<file path="src/rtl/tmp_sched.sv">
// tmp_sched -- round-robin scheduler sharing one TMP timer among N_REQ
// requesters. The winner's tick count is written to the TMP data register.
// A start command and later a clear command are then written to the TMP
// control register. The winner receives a one-cycle done pulse.
//
// Build option: define TMP_SCHED_TIMEOUT_EN to add a WAIT-state watchdog of
// TO_CYC cycles. A timeout forces the clear and pulses err together with done.
// Without the macro, err is tied low and WAIT waits for tmp_done indefinitely.
//
// Ports:
//   clk          system clock, rising edge
//   rst          asynchronous reset, active low
//   req          per-requester level request, held until its done
//   req_count    per-requester tick count, slice i = [i*DW +: DW]
//   gnt          one-hot grant for the whole service (LOAD..RELEASE)
//   done         one-cycle completion pulse to the granted requester
//   err          one-cycle timeout flag, coincident with done
//   busy         high whenever the FSM is not idle
//   tmp_wdata    write data for the TMP registers
//   tmp_wr_data  TMP data-register write strobe
//   tmp_wr_ctrl  TMP control-register write strobe
//   tmp_done     TMP expiry flag, level
module tmp_sched #(
  parameter int N_REQ  = 4,
  parameter int DW     = 32,
  parameter int TO_CYC = 65535
) (
  input  logic                clk,
  input  logic                rst,
  input  logic [N_REQ-1:0]    req,
  input  logic [N_REQ*DW-1:0] req_count,
  output logic [N_REQ-1:0]    gnt,
  output logic [N_REQ-1:0]    done,
  output logic                err,
  output logic                busy,
  output logic [DW-1:0]       tmp_wdata,
  output logic                tmp_wr_data,
  output logic                tmp_wr_ctrl,
  input  logic                tmp_done
);

  localparam int IW = $clog2(N_REQ);

  if (N_REQ < 2 || N_REQ > 8) begin : g_bad_nreq
    $error("tmp_sched: N_REQ must be in 2..8");
  end
  if (TO_CYC < 1) begin : g_bad_tocyc
    $error("tmp_sched: TO_CYC must be at least 1");
  end

  typedef enum logic [2:0] {
    S_IDLE,
    S_LOAD,
    S_START,
    S_WAIT,
    S_CLEAR,
    S_RELEASE
  } state_t;

  state_t          r_state;
  state_t          w_next;
  logic [IW-1:0]   r_ptr;
  logic [IW-1:0]   r_idx;
  logic [DW-1:0]   r_cnt;
  logic [IW-1:0]   w_win;
  logic [IW-1:0]   w_scan;
  logic            w_found;
  logic            w_wait_exit;
  logic [N_REQ-1:0] w_onehot;

  // Modulo-N_REQ increment; N_REQ need not be a power of two.
  function automatic logic [IW-1:0] wrap_inc(input logic [IW-1:0] v);
    if (v == IW'(N_REQ - 1)) begin
      return '0;
    end
    return v + 1'b1;
  endfunction

  // Round-robin scan starting at r_ptr; the first set request wins.
  always_comb begin
    w_found = 1'b0;
    w_win   = r_ptr;
    w_scan  = r_ptr;
    for (int k = 0; k < N_REQ; k++) begin
      if (!w_found && req[w_scan]) begin
        w_found = 1'b1;
        w_win   = w_scan;
      end
      w_scan = wrap_inc(w_scan);
    end
  end

`ifdef TMP_SCHED_TIMEOUT_EN
  logic [31:0] r_wd;
  logic        r_to;
  logic        w_to_hit;

  // The counter is zero in the first WAIT cycle. Hitting TO_CYC-1 therefore
  // means TO_CYC cycles were spent in WAIT.
  assign w_to_hit = (r_wd == 32'(TO_CYC - 1));

  always_ff @(posedge clk or negedge rst) begin
    if (!rst) begin
      r_wd <= '0;
      r_to <= 1'b0;
    end else begin
      if (r_state == S_START) begin
        r_wd <= '0;
      end else if (r_state == S_WAIT) begin
        r_wd <= r_wd + 32'd1;
      end
      // A real expiry in the same cycle as the limit takes precedence.
      if (r_state == S_IDLE) begin
        r_to <= 1'b0;
      end else if (r_state == S_WAIT && !tmp_done && w_to_hit) begin
        r_to <= 1'b1;
      end
    end
  end

  assign w_wait_exit = tmp_done | w_to_hit;
  assign err         = (r_state == S_RELEASE) & r_to;
`else
  assign w_wait_exit = tmp_done;
  assign err         = 1'b0;
`endif

  always_ff @(posedge clk or negedge rst) begin
    if (!rst) begin
      r_state <= S_IDLE;
      r_ptr   <= '0;
      r_idx   <= '0;
      r_cnt   <= '0;
    end else begin
      r_state <= w_next;
      if (r_state == S_IDLE && w_found) begin
        r_idx <= w_win;
        r_cnt <= req_count[w_win*DW +: DW];
        r_ptr <= wrap_inc(w_win);
      end
    end
  end

  always_comb begin
    w_next      = r_state;
    tmp_wdata   = '0;
    tmp_wr_data = 1'b0;
    tmp_wr_ctrl = 1'b0;
    case (r_state)
      S_IDLE: begin
        if (w_found) begin
          w_next = S_LOAD;
        end
      end
      S_LOAD: begin
        tmp_wdata   = r_cnt;
        tmp_wr_data = 1'b1;
        // A zero-tick interval completes without running the timer.
        w_next      = (r_cnt == '0) ? S_RELEASE : S_START;
      end
      S_START: begin
        tmp_wdata   = DW'(1);
        tmp_wr_ctrl = 1'b1;
        w_next      = S_WAIT;
      end
      S_WAIT: begin
        if (w_wait_exit) begin
          w_next = S_CLEAR;
        end
      end
      S_CLEAR: begin
        tmp_wdata   = DW'(2);
        tmp_wr_ctrl = 1'b1;
        w_next      = S_RELEASE;
      end
      S_RELEASE: begin
        // The release cycle never re-arbitrates. The next scan happens in IDLE
        // with the pointer already past this requester.
        w_next = S_IDLE;
      end
      default: begin
        w_next = S_IDLE;
      end
    endcase
  end

  assign w_onehot = N_REQ'(1) << r_idx;
  assign busy     = (r_state != S_IDLE);
  assign gnt      = busy ? w_onehot : '0;
  assign done     = (r_state == S_RELEASE) ? w_onehot : '0;

endmodule

</file>
<file path="config.mk">
export PLATFORM = sky130hd
export DESIGN_NAME = tmp_sched
export DESIGN_NICKNAME = d
export VERILOG_FILES = /design/src/rtl/tmp_sched.sv
export SDC_FILE = /design/constraint.sdc
export NUM_CORES = 1
export LEC_CHECK = 0
export ABC_AREA = 1
export BUFFER_PORTS_ARGS = -buffer_cell sky130_fd_sc_hd__buf_2
export CAP_MARGIN = 20
export CORE_MARGIN = 1
export CORE_UTILIZATION = 51
export CTS_CLUSTER_SIZE = 10
export DETAILED_ROUTE_END_ITERATION = 8
export PLACE_DENSITY = 0.86
export SYNTH_ARGS = -nofsm -noshare
export SYNTH_HDL_FRONTEND = slang
export SYNTH_SLANG_ARGS = --single-unit
</file>
<file path="constraint.sdc">
create_clock -name clk -period 4.3 [get_ports clk]
set_input_delay 0.43 -clock clk [delete_from_list [all_inputs] [get_ports clk]]
set_output_delay 0.43 -clock clk [all_outputs]
set_load 0.1 [all_outputs]
</file>
==> flow_summary.ini <==
[clock_network]
postCtsHoldBufs = 0
post_cts_buffers = 0
cts_max_level = 2
clk_pin_slew_ns = 0.07
numCtsBuffers = 5
cts_tree = built
clk_path_buf_depth = 2
cts-root-buf = clkbuf_8
clock_sinks = 39
cts_resized = 0
insertion_delay_ns = 0.28

[outcome]
run_status = completed

[worst_setup_path]
crit_path_frequent_cell = nand2_1
path_max_fanout = 72
crit_required_ns = 4.48
r2r_start = r_ptr[0]
cp.arrival_ns = 3.70
cp_top_family = simple AND/OR/NAND/NOR gates
worstPathCellList = ha_1, nor2_2, nand2_1, nand3_2, nand2_2, nor2_4, nand2_1, nand2_1, nand3_2, nand2_2, buf_12, nand2_1, nand3_1, nand2_1, nand2_1, nand2_1
critPathMaxStageDelay_ns = 0.59
cp_slowest_cell = nand2_2
crit_path_start_kind = flop
path_buf_inv = 1
end_kind = flop
critical_path_class = reg -> reg
crit_path_start = r_ptr[0]

[logic_synthesis]
synth.top_cells.by_area = dfrtp_1, nand2_1, nand3_1
netlist_area_um2 = 3650
avgSynthCellArea_um2 = 5.68
syn_nets = 779
yosysUniqueCellTypes = 29
ys_seq_area_share_pct = 26.7
yosysWarnings = 0
ys_ff_latch = 39
yosysTopAreaCell = dfrtp_1
syn_inst = 643
netlist.area_leader.share_pct = 26.7

[route]
dr.pass1.iters = 5
totalWireLength_mm = 10.3
drt_iter0_markers = 201
wl_per_cell_um = 11.4
vias = 4489
viasPerCell = 5.00
drc_errors = 0
ant_nets = 0

[grt]
grt_use_met3_pct = 4.10
grt_usage_pct = 27.4
antenna_found_initial = 0
use_met1_pct = 31.2
grt-ovfl-total = 0
grt_pass1_vias = 4087
grt_max_degree = 73
busiest_layer = met2
grt_first_pass_wirelength_mm = 16.5
met2_usage_pct = 51.9

[finish]
postLayoutCellArea_um2 = 4620
fillers = 682
drive_gt1_share_pct = 25.6
syn_to_final_growth_pct = 26.7
layout.nets = 936
diodes = 0

[sta]
min_period_ns = 3.52
relSlewSlack_pct = 38.3
timing.final.crit_share_pct = 81.9
drv_slew = 0
setup_viol = 0
final_hold_viol_count = 0
finalSetupTns_ns = 0
skew_ns = 0.00283
rsz0062_at_grt = false
clock.fmax_ghz = 0.284
fin_hold_ws_ns = 0.250
finalWorstSetupSlack_ns = 0.776
worstMarginPinSlew_ns = 0.925

[flow_run]
max_cap_viol_count = 0

[die]
coreArea_um2 = 6870
fp.dieW_um = 86.6
dieArea_um2 = 7500
placementRows = 30
start_util_pct = 53.1
fp.dieH_um = 86.6
ioPinCount = 179

[placement]
place_area_um2 = 4540
place.gp.congestion = 0.908
dpl.hpwl_mm = 8.10
post-place-ws_ns = 0.829
numPortBuffers = 177

[hold_path]
hp-class = in -> async
==> layout make-up <==
cell class                      instances  area [um^2]  area share (%)
Timing Repair Buffer                  179          913            19.8
Clock inverter                          1         5.00           0.108
Clock buffer                            7         76.3            1.65
Multi-Input combinational cell        427         1980            42.8
Tap cell                               96          120            2.60
Sequential cell                        39          976            21.1
Inverter                              148          556            12.0
==> synthesized netlist by cell type, drive strengths merged <==
| cell type | instances |
|---|---|
| ha | 1 |
| nor4 | 8 |
| dfrtp | 39 |
| nand4 | 2 |
| nor3 | 11 |
| buf | 16 |
| nand3b | 1 |
| conb | 1 |
| or2 | 31 |
| nand2 | 189 |
| o22ai | 1 |
| a21boi | 1 |
| nand3 | 128 |
| clkbuf | 13 |
| inv | 148 |
| o21ai | 8 |
| a21oi | 5 |
| nor2 | 40 |
==> layout by cell type (no fill, tap or decap), drive strengths merged, types with 2 or more instances in the layout <==
master,n
o21ai,8
a21oi,5
nand2,189
nor4,8
nor2,40
dfrtp,39
nor3,11
clkbuf,7
buf,179
nand4,2
nand3,128
or2,31
inv,148
==> worst paths after layout <==
kind	slack [ns]	to	cells past startpoint
min reg2reg	0.52	r_cnt[29]	2
max in group asynchronous	3.50	r_cnt[13]	1
min	0.25	r_state[1]	1
max reg2reg	0.78	r_cnt[10]	16
max	0.78	r_cnt[10]	16
min in group clk	0.45	r_cnt[3]	4
==> worst reg2reg max path, cell delays in order (launching register included) <==
cell	delay (ns)
dfrtp_1	0.45
ha_1	0.26
nor2_2	0.24
nand2_1	0.15
nand3_2	0.11
nand2_2	0.09
nor2_4	0.12
nand2_1	0.08
nand2_1	0.08
nand3_2	0.52
nand2_2	0.60
buf_12	0.32
nand2_1	0.10
nand3_1	0.09
nand2_1	0.07
nand2_1	0.07
nand2_1	0.06
==> through the flow <==
step / cells / utilization [%]
2_1_floorplan: 643 / -
3_3_place_gp: 889 / 66.1
3_5_place_dp: 889 / 66.1
4_1_cts: 897 / 67.3
5_1_grt: 897 / 67.3
6_report: 897 / 67.3
==> state kept, by name, indices dropped and copies added, names as in the netlist <==
signal / cells
r_ptr: 2
r_idx: 2
r_cnt: 32
r_state: 3
==> kinds of logic (layout without fill, tap and decap cells) <==
group,Yosys count,after routing,share of synthesized area (%)
AO/OA/AOI/OAI,15,15,2.26
AND/OR/NAND/NOR,410,410,51.4
adder cells (fa/ha/maj),1,1,0.343
flip-flops,39,39,26.7
buffers and inverters,177,335,19.2
other,1,1,0.103
==> routing by layer <==
metal	up-vias	wire (um)
met2	147	5450
met5	-	0
met4	0	224
met3	27	480
li1	2252	-
met1	2063	4110
Power is left out: the tool's default activity adds up to more than one toggle a clock period on the data nets, which glitch-free logic cannot reach.
